--- config.mk ---
export PLATFORM = sky130hd
export DESIGN_NAME = grid_cfg_loader
export DESIGN_NICKNAME = d
export VERILOG_FILES = /design/src/rtl/grid_cfg_loader.sv
export SDC_FILE = /design/constraint.sdc
export NUM_CORES = 1
export LEC_CHECK = 0
export BUFFER_PORTS_ARGS = -buffer_cell sky130_fd_sc_hd__buf_4
export CORE_MARGIN = 5
export CORE_UTILIZATION = 40
export DETAILED_ROUTE_END_ITERATION = 8
export PLACE_DENSITY = 0.71
export REMOVE_ABC_BUFFERS = 1
export SYNTH_ARGS = -nofsm -noshare
export SYNTH_HDL_FRONTEND = slang
export SYNTH_SLANG_ARGS = --single-unit
--- constraint.sdc ---
create_clock -name clk -period 2.1 [get_ports clk]
set_clock_uncertainty 0.2 [all_clocks]
set_input_delay 0.315 -clock clk [delete_from_list [all_inputs] [get_ports clk]]
set_output_delay 0.315 -clock clk [all_outputs]
set_load 0.01 [all_outputs]
--- src/rtl/grid_cfg_loader.sv ---
// Command-driven configuration sequencer for the rotating-tile grid.
// Turns byte-wide host commands into scan, config-latch and loop-breaker controls, and reads back the scan chain.
module grid_cfg_loader #(
  parameter int LATCH_CYCLES = 2
) (
  input  logic       clk,
  input  logic       rst,
  input  logic       cmd_valid,
  output logic       cmd_ready,
  input  logic [1:0] cmd_op,
  input  logic [7:0] cmd_data,
  output logic       rd_valid,
  output logic [7:0] rd_data,
  output logic       busy,
  input  logic       g_out_sc,
  output logic       g_se,
  output logic       g_sc,
  output logic [1:0] g_cfg,
  output logic       g_lb,
  output logic [1:0] g_lbc
);

  typedef enum logic [1:0] {IDLE, SHIFT, LATCH, CYCLE} state_t;

  localparam logic [1:0] OP_SHIFT = 2'd0;
  localparam logic [1:0] OP_LATCH = 2'd1;
  localparam logic [1:0] OP_RUN   = 2'd2;
  localparam logic [1:0] OP_CYCLE = 2'd3;
  localparam logic [3:0] LAT_LAST = 4'(LATCH_CYCLES - 1);

  state_t     state, state_nx;
  logic [2:0] bit_cnt;
  logic [7:0] cyc_cnt, cyc_last;
  logic [3:0] lat_cnt;
  logic [7:0] sh_reg, cap_reg;
  logic [1:0] sel_r;
  logic       run_lb;
  logic [1:0] run_lbc;
  logic       accept;

  assign cmd_ready = (state == IDLE) & ~rst;
  assign busy      = (state != IDLE);
  assign accept    = cmd_valid & cmd_ready;

  always_ff @(posedge clk or posedge rst) begin
    if (rst) state <= IDLE;
    else     state <= state_nx;
  end

  always_comb begin
    state_nx = state;
    case (state)
      IDLE: if (accept) begin
        case (cmd_op)
          OP_SHIFT: state_nx = SHIFT;
          OP_LATCH: state_nx = LATCH;
          OP_CYCLE: state_nx = CYCLE;
          default:  state_nx = IDLE;
        endcase
      end
      SHIFT:   if (bit_cnt == 3'd7) state_nx = IDLE;
      LATCH:   if (lat_cnt == 4'd0) state_nx = IDLE;
      CYCLE:   if (cyc_cnt == cyc_last) state_nx = IDLE;
      default: state_nx = IDLE;
    endcase
  end

  // Datapath: the chain output is captured at the same edge that advances g_sc.
  always_ff @(posedge clk or posedge rst) begin
    if (rst) begin
      bit_cnt  <= '0;
      cyc_cnt  <= '0;
      cyc_last <= '0;
      lat_cnt  <= '0;
      sh_reg   <= '0;
      cap_reg  <= '0;
      sel_r    <= '0;
      run_lb   <= 1'b1;
      run_lbc  <= '0;
      rd_data  <= '0;
      rd_valid <= 1'b0;
    end else begin
      rd_valid <= 1'b0;
      case (state)
        IDLE: if (accept) begin
          case (cmd_op)
            OP_SHIFT: begin
              sh_reg  <= cmd_data;
              bit_cnt <= '0;
            end
            OP_LATCH: begin
              sel_r   <= cmd_data[1:0];
              lat_cnt <= (cmd_data[1:0] == 2'd0) ? 4'd0 : LAT_LAST;
            end
            OP_RUN: begin
              run_lb  <= cmd_data[2];
              run_lbc <= cmd_data[1:0];
            end
            default: begin
              cyc_cnt  <= '0;
              cyc_last <= cmd_data - 8'd1;  // N==0 wraps to 255 -> 256 cycles
            end
          endcase
        end
        SHIFT: begin
          sh_reg  <= {1'b0, sh_reg[7:1]};
          cap_reg <= {g_out_sc, cap_reg[7:1]};
          bit_cnt <= bit_cnt + 3'd1;
          if (bit_cnt == 3'd7) begin
            rd_data  <= {g_out_sc, cap_reg[7:1]};
            rd_valid <= 1'b1;
          end
        end
        LATCH:   lat_cnt <= lat_cnt - 4'd1;
        CYCLE:   cyc_cnt <= cyc_cnt + 8'd1;
        default: ;
      endcase
    end
  end

  always_comb begin
    g_se  = 1'b0;
    g_sc  = 1'b0;
    g_cfg = 2'd0;
    g_lb  = run_lb;
    g_lbc = run_lbc;
    case (state)
      SHIFT: begin
        g_se = 1'b1;
        g_sc = sh_reg[0];
      end
      LATCH: g_cfg = sel_r;
      CYCLE: begin
        g_lb  = 1'b1;
        g_lbc = cyc_cnt[1:0];
      end
      default: ;
    endcase
  end

endmodule
==> report_table.html, run 1 <==
<table>
<tr><th>Metric</th><th>Value</th></tr>
<tr><th colspan="2">Detailed routing</th></tr>
<tr><td>DRT antenna net count</td><td>0</td></tr>
<tr><td>Length of the first detailed-routing pass in iterations</td><td>4</td></tr>
<tr><td>Average routed wire per standard cell</td><td>13.8 µm</td></tr>
<tr><td>Vias/cell</td><td>5.00</td></tr>
<tr><td>Routed Wire Length</td><td>5280 µm</td></tr>
<tr><td>Drt drc</td><td>0</td></tr>
<tr><td>Via count</td><td>1904</td></tr>
<tr><td>DRC violation total after the first TritonRoute iteration</td><td>89</td></tr>
<tr><th colspan="2">Power</th></tr>
<tr><td>Static leakage</td><td>1.52 nW</td></tr>
<tr><td>Switching pwr</td><td>1.42 mW</td></tr>
<tr><td>Switching share of power</td><td>0.346</td></tr>
<tr><td>Internal power</td><td>2.69 mW</td></tr>
<tr><td>P per Cell Area</td><td>1310 nW/µm²</td></tr>
<tr><td>Combinational power share</td><td>0.363</td></tr>
<tr><td>Clock group share of total power</td><td>0.198</td></tr>
<tr><td>Total Power</td><td>4.11 mW</td></tr>
<tr><td>Part of the total power dissipated in sequential elements</td><td>0.439</td></tr>
<tr><td>Worst-case vdd ir drop</td><td>0.719 mV</td></tr>
<tr><th colspan="2">Timing</th></tr>
<tr><td>Final critical-path required period</td><td>2010 ps</td></tr>
<tr><td>Summed negative setup slack over all endpoints</td><td>0 ps</td></tr>
<tr><td>Final period util</td><td>0.955</td></tr>
<tr><td>RSZ-0062 raised after global routing</td><td>no</td></tr>
<tr><td>Final-report max-slew violation count</td><td>0</td></tr>
<tr><td>Worst slew margin relative to its limit</td><td>0.592</td></tr>
<tr><td>Final count of hold timing violations</td><td>0</td></tr>
<tr><td>Setup violators final</td><td>0</td></tr>
<tr><td>Achievable clock frequency</td><td>0.498 GHz</td></tr>
<tr><td>Slew at the pin closest to its max-slew limit</td><td>612 ps</td></tr>
<tr><th colspan="2">Placement</th></tr>
<tr><td>Cell total after placement</td><td>370</td></tr>
<tr><td>Count of input and output buffers</td><td>31</td></tr>
<tr><td>Dpl cell area</td><td>2960 µm²</td></tr>
<tr><td>Placer's final routability congestion estimate</td><td>0.774</td></tr>
<tr><td>Estimated wirelength of the detail-placed design</td><td>3700 µm</td></tr>
<tr><th colspan="2">Yosys</th></tr>
<tr><td>Netlist area before placement</td><td>2580 µm²</td></tr>
<tr><td>Fraction of synthesis flops using an asynchronous set or reset pin</td><td>1.00</td></tr>
<tr><td>Synthesis-stage register bit count</td><td>54</td></tr>
<tr><td>Sequential element share of the synthesized area</td><td>0.523</td></tr>
<tr><td>Avg Cell Area, Syn</td><td>9.90 µm²</td></tr>
<tr><td>Yosys cell types</td><td>34</td></tr>
<tr><td>Flip-flop cell with the highest count after synthesis</td><td>sky130_fd_sc_hd__dfrtp_1</td></tr>
<tr><td>Synthesized instance count</td><td>261</td></tr>
<tr><td>Total of warnings raised by yosys</td><td>0</td></tr>
<tr><td>Post-synth EDFFs</td><td>0</td></tr>
<tr><th colspan="2">Clocking</th></tr>
<tr><td>CTS tree</td><td>built</td></tr>
<tr><td>Root buffer selected by CTS</td><td>sky130_fd_sc_hd__clkbuf_8</td></tr>
<tr><td>Clock-pin transition on the worst setup and hold timing paths</td><td>90 ps</td></tr>
<tr><td>Max H-tree Level</td><td>2</td></tr>
<tr><td>Number of clock sinks</td><td>54</td></tr>
<tr><td>Latest clock arrival within the worst-skew pair</td><td>310 ps</td></tr>
<tr><td>Number of buffers on the longest clock path</td><td>2</td></tr>
<tr><td>Number of CTS-inserted buffers</td><td>5</td></tr>
<tr><th colspan="2">Critical path</th></tr>
<tr><td>Critical path endpoint category</td><td>output port</td></tr>
<tr><td>Launch point of the worst reg-to-reg path</td><td>state[0]</td></tr>
<tr><td>Element type at the critical path start</td><td>register</td></tr>
<tr><td>Reg2reg path depth</td><td>6</td></tr>
<tr><td>Category of the most critical setup path</td><td>register to output port</td></tr>
<tr><td>Reg2reg end</td><td>rd_data[3]</td></tr>
<tr><td>Data arrival time at the worst-slack endpoint</td><td>1490 ps</td></tr>
<tr><td>CP required</td><td>1580 ps</td></tr>
<tr><td>Crit-path max FO</td><td>10</td></tr>
<tr><td>Minimum setup slack among reg-to-reg paths</td><td>180 ps</td></tr>
<tr><th colspan="2">Floorplan</th></tr>
<tr><td>Die extent in x</td><td>90.4 µm</td></tr>
<tr><td>Starting Density</td><td>0.409</td></tr>
<tr><td>Die footprint</td><td>8170 µm²</td></tr>
<tr><td>Ports placed on the boundary</td><td>32</td></tr>
<tr><td>Area of the core</td><td>6310 µm²</td></tr>
<tr><td>Row Count</td><td>29</td></tr>
<tr><td>Die height</td><td>90.4 µm</td></tr>
<tr><th colspan="2">Hold path</th></tr>
<tr><td>Endpoint with the worst hold slack</td><td>cap_reg[7]</td></tr>
<tr><td>Hold Path Class</td><td>primary input to register</td></tr>
<tr><td>Beginning of the worst hold path</td><td>g_out_sc</td></tr>
<tr><td>Count of cells along the worst hold path</td><td>3</td></tr>
<tr><th colspan="2">GRT</th></tr>
<tr><td>All-layer global routing usage</td><td>0.132</td></tr>
<tr><td>Number of antenna violations at the first check in global routing</td><td>0</td></tr>
<tr><td>Global-route wire length before repair</td><td>8990 µm</td></tr>
<tr><td>Pin count of the biggest net entering global routing</td><td>55</td></tr>
<tr><td>Overflow left after global routing</td><td>0</td></tr>
<tr><td>Vias in the first global route</td><td>1960</td></tr>
<tr><th colspan="2">Finish</th></tr>
<tr><td>Number of antenna diodes</td><td>0</td></tr>
<tr><td>Cell area after layout</td><td>3130 µm²</td></tr>
<tr><td>Nets</td><td>328</td></tr>
<tr><td>Final instance count without filler cells</td><td>381</td></tr>
<tr><td>Share of layout cells above drive strength 1</td><td>0.211</td></tr>
<tr><td>Layout Area Growth over Synthesis</td><td>21.1%</td></tr>
<tr><th colspan="2">Run</th></tr>
<tr><td>Number of max-cap violations</td><td>0</td></tr>
<tr><th colspan="2">Outcome</th></tr>
<tr><td>Result of the run</td><td>complete, no violations</td></tr>
</table>
Yosys cell counts (all sizes together), types with 5 or more instances:
| cell type | number | area share |
|---|---|---|
| dfrtp | 53 | 0.51 |
| nand2 | 64 | 0.093 |
| xnor2 | 11 | 0.037 |
| mux2i | 5 | 0.019 |
| ha | 11 | 0.053 |
| nand3 | 9 | 0.017 |
| o21ai | 27 | 0.052 |
| a21oi | 9 | 0.017 |
| inv | 10 | 0.015 |
| xor2 | 7 | 0.024 |
| nor2 | 8 | 0.012 |
| mux2 | 9 | 0.039 |
kinds of logic after synthesis:
family                   share of synthesized area
multiplexers                                0.0586
buffers and inverters                       0.0257
AO/OA/AOI/OAI                               0.0954
flip-flops                                   0.523
AND/OR/NAND/NOR                              0.183
adder cells (fa/ha/maj)                     0.0532
XOR/XNOR                                    0.0610
worst max-delay path, cell delays in order (launching register included):
cell                       delay, ps
sky130_fd_sc_hd__dfrtp_2         460
sky130_fd_sc_hd__nand2b_1        180
sky130_fd_sc_hd__inv_1           120
sky130_fd_sc_hd__buf_6           150
sky130_fd_sc_hd__buf_4           160
sky130_fd_sc_hd__buf_4           130
routing by layer:
metal  part of all wire  GRT usage  routed length (µm)
met5                  0          0                   0
met4              0.019     0.0422                  99
met3              0.045     0.0367                 236
met2               0.49      0.220                2590
met1               0.45      0.166                2350
timing repair:
action,in CTS,in global routing
setup buffers,0,2
hold endpoints to repair,53,0
resized for setup,0,3
endpoints found under the setup margin,0,12
hold buffers,1,0
how the worst max path moves through the flow:
stage | start | endpoint | slack (ps) | depth (start not counted)
2_1_floorplan | state[1] | sh_reg[0] | -220 | 4
3_3_place_gp | cmd_op[0] | sh_reg[4] | 80 | 5
3_5_place_dp | cmd_op[0] | sh_reg[1] | -60 | 5
4_1_cts | state[1] | sh_reg[1] | 0.9 | 4
5_1_grt | state[1] | g_se | 20 | 5
6_report | state[1] | g_se | 90 | 5
cells in the final DEF, fill, tap and decap left out, drive strengths merged, types with 2 or more instances in the layout:
cell	n
mux2	9
clkbuf	5
and2	4
dfrtp	53
nor2	8
inv	10
mux2i	5
nand2b	3
nor4b	2
o21ai	27
xnor2	11
nand2	64
xor2	7
ha	11
nand3	9
nor3	3
a21oi	9
bufinv	2
buf	41
o211ai	2
nand4	3
a22o	3
metrics by stage:
step / hold slack (ps) / setup WS [ps] / utilization
CTS: 2.15 / 0.865 / 0.492
detailed placement: 224 / -55.9 / 0.468
floorplan: 220 / -224 / -
finish: 12.4 / 93.8 / 0.496
global route: 1.23 / 19.6 / 0.496
global placement: 224 / 76.7 / 0.468
area by class of cell:
type / count / area [µm²]
clock buffer: 5 / 68.8
clock inverter: 3 / 68.8
fill: 611 / 3180
inverter: 10 / 37.5
multi-input combinational: 190 / 1170
sequential: 54 / 1350
tap: 77 / 96.3
timing repair buffer: 42 / 334
power by group through the flow:
stage | clock network (mW) | logic, mW | registers [mW]
detailed placement | 0 | 1.46 | 1.81
CTS | 0.844 | 1.47 | 1.80
global placement | 0 | 1.41 | 1.80
finish | 0.814 | 1.49 | 1.80
floorplan | 0 | 0.945 | 1.76
global route | 0.887 | 1.70 | 1.87
(Power assumes the default switching activity.)
==> run 2: changes to the inputs <==
--- a/config.mk
+++ b/config.mk
@@ -10,6 +10,7 @@
 export CORE_UTILIZATION = 40
 export DETAILED_ROUTE_END_ITERATION = 8
 export PLACE_DENSITY = 0.71
+export RECOVER_POWER = 100
 export REMOVE_ABC_BUFFERS = 1
 export SYNTH_ARGS = -nofsm -noshare
 export SYNTH_HDL_FRONTEND = slang
==> run 2 against run 1 <==
Effect of this change: via count up 1.6%; non-clock buffer count unchanged; sequential share of layout area up 1.2 points; final area down 2.7%.
==> report_table.html, run 2 (synthesis results as in run 1) <==
<table>
<tr><th>Metric</th><th>Value</th></tr>
<tr><th colspan="2">Clocking</th></tr>
<tr><td>Number of CTS-inserted buffers</td><td>5 (unchanged)</td></tr>
<tr><td>Number of clock sinks</td><td>54 (unchanged)</td></tr>
<tr><td>Number of buffers on the longest clock path</td><td>2 (unchanged)</td></tr>
<tr><td>Root buffer selected by CTS</td><td>sky130_fd_sc_hd__clkbuf_8</td></tr>
<tr><td>Max H-tree Level</td><td>2 (unchanged)</td></tr>
<tr><td>Clock-pin transition on the worst setup and hold timing paths</td><td>90 ps (about the same)</td></tr>
<tr><td>Latest clock arrival within the worst-skew pair</td><td>310 ps (about the same)</td></tr>
<tr><td>CTS tree</td><td>built</td></tr>
<tr><th colspan="2">Power</th></tr>
<tr><td>Total Power</td><td>4.00 mW (-2.6%)</td></tr>
<tr><td>P per Cell Area</td><td>1310 nW/µm² (+0.11%)</td></tr>
<tr><td>Switching pwr</td><td>1.41 mW (-0.73%)</td></tr>
<tr><td>Clock group share of total power</td><td>0.203 (+0.005)</td></tr>
<tr><td>Static leakage</td><td>1.44 nW (-5.4%)</td></tr>
<tr><td>Part of the total power dissipated in sequential elements</td><td>0.448 (+0.009)</td></tr>
<tr><td>Switching share of power</td><td>0.353 (+0.00671)</td></tr>
<tr><td>Worst-case vdd ir drop</td><td>0.700 mV (-2.5%)</td></tr>
<tr><td>Internal power</td><td>2.59 mW (-3.6%)</td></tr>
<tr><td>Combinational power share</td><td>0.348 (-0.015)</td></tr>
<tr><th colspan="2">Critical path</th></tr>
<tr><td>Largest delay contributor family on the critical path</td><td>buffers and inverters</td></tr>
<tr><td>Critical path endpoint category</td><td>output port</td></tr>
<tr><td>Category of the most critical setup path</td><td>register to output port</td></tr>
<tr><td>Buffering stage count on the worst path with inverters included</td><td>4 (unchanged)</td></tr>
<tr><td>Crit-path cells</td><td>nand2b_1 &gt; inv_1 &gt; buf_6 &gt; buf_4 &gt; buf_4</td></tr>
<tr><td>Crit path largest cell delay</td><td>450 ps (about the same)</td></tr>
<tr><td>Crit path top cell by count</td><td>sky130_fd_sc_hd__buf_4</td></tr>
<tr><td>Worst path slowest cell</td><td>sky130_fd_sc_hd__dfrtp_2</td></tr>
<tr><td>CP required</td><td>1580 ps (about the same)</td></tr>
<tr><td>Minimum setup slack among reg-to-reg paths</td><td>150 ps (-30 ps)</td></tr>
<tr><td>Data arrival time at the worst-slack endpoint</td><td>1480 ps (about the same)</td></tr>
<tr><td>Element type at the critical path start</td><td>register</td></tr>
<tr><td>Crit-path max FO</td><td>10 (unchanged)</td></tr>
<tr><th colspan="2">Floorplan</th></tr>
<tr><td>Row Count</td><td>29 (unchanged)</td></tr>
<tr><td>Ports placed on the boundary</td><td>32 (unchanged)</td></tr>
<tr><td>Die height</td><td>90.4 µm (unchanged)</td></tr>
<tr><td>Die footprint</td><td>8170 µm² (unchanged)</td></tr>
<tr><td>Area of the core</td><td>6310 µm² (unchanged)</td></tr>
<tr><td>Die extent in x</td><td>90.4 µm (unchanged)</td></tr>
<tr><td>Starting Density</td><td>0.409 (unchanged)</td></tr>
<tr><th colspan="2">Run</th></tr>
<tr><td>Number of max-cap violations</td><td>0 (unchanged)</td></tr>
<tr><th colspan="2">Hold path</th></tr>
<tr><td>Hold Path Class</td><td>primary input to register</td></tr>
<tr><th colspan="2">GRT</th></tr>
<tr><td>Vias in the first global route</td><td>1960 (unchanged)</td></tr>
<tr><td>Global-route wire length before repair</td><td>8990 µm (unchanged)</td></tr>
<tr><td>All-layer global routing usage</td><td>0.132 (unchanged)</td></tr>
<tr><td>Number of antenna violations at the first check in global routing</td><td>0 (unchanged)</td></tr>
<tr><td>Pin count of the biggest net entering global routing</td><td>55 (unchanged)</td></tr>
<tr><td>Overflow left after global routing</td><td>0 (unchanged)</td></tr>
<tr><th colspan="2">Timing</th></tr>
<tr><td>Hold Worst Slack</td><td>12.5 ps (+0.0784 ps)</td></tr>
<tr><td>Final critical-path required period</td><td>1990 ps (-15.9 ps)</td></tr>
<tr><td>Final worst slack</td><td>110 ps (+15.9 ps)</td></tr>
<tr><td>Setup violators final</td><td>0 (unchanged)</td></tr>
<tr><td>Final count of hold timing violations</td><td>0 (unchanged)</td></tr>
<tr><td>Final-report max-slew violation count</td><td>0 (unchanged)</td></tr>
<tr><td>Final period util</td><td>0.948 (-0.00757)</td></tr>
<tr><td>Achievable clock frequency</td><td>0.502 GHz (+0.80%)</td></tr>
<tr><td>Slew at the pin closest to its max-slew limit</td><td>724 ps (+112 ps)</td></tr>
<tr><td>Worst slew margin relative to its limit</td><td>0.518 (-0.0745)</td></tr>
<tr><td>RSZ-0062 raised after global routing</td><td>no</td></tr>
<tr><th colspan="2">Placement</th></tr>
<tr><td>Estimated wirelength of the detail-placed design</td><td>3700 µm (unchanged)</td></tr>
<tr><td>Post-place setup slack</td><td>-55.9 ps (unchanged)</td></tr>
<tr><td>Placer's final routability congestion estimate</td><td>0.774 (unchanged)</td></tr>
<tr><td>Count of input and output buffers</td><td>31 (unchanged)</td></tr>
<tr><th colspan="2">Detailed routing</th></tr>
<tr><td>Average routed wire per standard cell</td><td>13.9 µm (about the same)</td></tr>
<tr><td>Length of the first detailed-routing pass in iterations</td><td>4 (unchanged)</td></tr>
<tr><td>DRC violation total after the first TritonRoute iteration</td><td>90 (+1.1%)</td></tr>
<tr><td>Via count</td><td>1934 (+1.6%)</td></tr>
<tr><td>Routed Wire Length</td><td>5280 µm (about the same)</td></tr>
<tr><td>Vias/cell</td><td>5.08 (+1.6%)</td></tr>
<tr><td>Drt drc</td><td>0 (unchanged)</td></tr>
<tr><td>DRT antenna net count</td><td>0 (unchanged)</td></tr>
<tr><th colspan="2">Finish</th></tr>
<tr><td># fillers</td><td>629 (+2.9%)</td></tr>
<tr><td>Most frequent cells in the layout</td><td>sky130_fd_sc_hd__nand2_1, sky130_fd_sc_hd__dfrtp_1, sky130_fd_sc_hd__o21ai_0</td></tr>
<tr><td>Layout Area Growth over Synthesis</td><td>17.8%</td></tr>
<tr><td>Most common library cell in the layout ignoring fill and taps</td><td>sky130_fd_sc_hd__nand2_1</td></tr>
<tr><td>Final core utilization</td><td>0.482 (-0.0135)</td></tr>
<tr><td>Number of antenna diodes</td><td>0 (unchanged)</td></tr>
<tr><td>Nets</td><td>328 (unchanged)</td></tr>
<tr><td>Share of layout cells above drive strength 1</td><td>0.151 (-0.0592)</td></tr>
<tr><th colspan="2">Outcome</th></tr>
<tr><td>Result of the run</td><td>complete, no violations</td></tr>
</table>
run 2: worst paths after layout:
path	cells past startpoint	to	from
worst max-delay path	5	g_se	state[1]
worst min-delay path	3	cap_reg[7]	g_out_sc
worst max register to register	4	state[1]	state[0]
worst min register to register	2	run_lbc[0]	run_lbc[0]
max in group asynchronous	4	state[1]	rst
min in group asynchronous	4	lat_cnt[1]	rst
run 2: per-layer routing:
metal | track usage | share of wire
met1 | 0.166 | 0.45
met2 | 0.220 | 0.49
met3 | 0.0367 | 0.040
met4 | 0.0422 | 0.020
met5 | 0 | 0
run 2: worst register-to-register path, stage by stage (launching register included):
cell and delay [ps]:
sky130_fd_sc_hd__dfrtp_1 450, sky130_fd_sc_hd__nor4b_2 590, sky130_fd_sc_hd__buf_4 240, sky130_fd_sc_hd__inv_1 50, sky130_fd_sc_hd__o311ai_0 310
run 2: metrics by stage:
step           instances  instance area [µm²]  setup TNS (ps)
2_1_floorplan        254                 2560           -2610
3_3_place_gp         370                 2960               0
3_5_place_dp         370                 2960            -163
4_1_cts              379                 3110               0
5_1_grt              381                 3040               0
6_report             381                 3040               0
run 2: final cells by class:
| cell class | count | area (µm²) | share of cell area |
|---|---|---|---|
| multi-input combinational | 190 | 1160 | 0.381 |
| sequential | 54 | 1350 | 0.445 |
| clock buffer | 5 | 68.8 | 0.0226 |
| inverter | 10 | 37.5 | 0.0123 |
| clock inverter | 3 | 68.8 | 0.0226 |
| timing repair buffer | 42 | 258 | 0.0847 |
| tap | 77 | 96.3 | 0.0316 |
run 2: power by group through the flow:
stage	Combinational, mW	Sequential, mW	Clock (mW)
detailed placement	1.46	1.81	0
finish	1.39	1.79	0.814
global placement	1.41	1.80	0
floorplan	0.945	1.76	0
global route	1.60	1.86	0.887
CTS	1.47	1.80	0.844
run 2: repair_timing:
item / CTS / global route
endpoints found under the hold margin: 53 / 0
buffers inserted: 0 / 2
hold buffers: 1 / 0
resized for setup: 0 / 3
endpoints found under the setup margin: 0 / 12
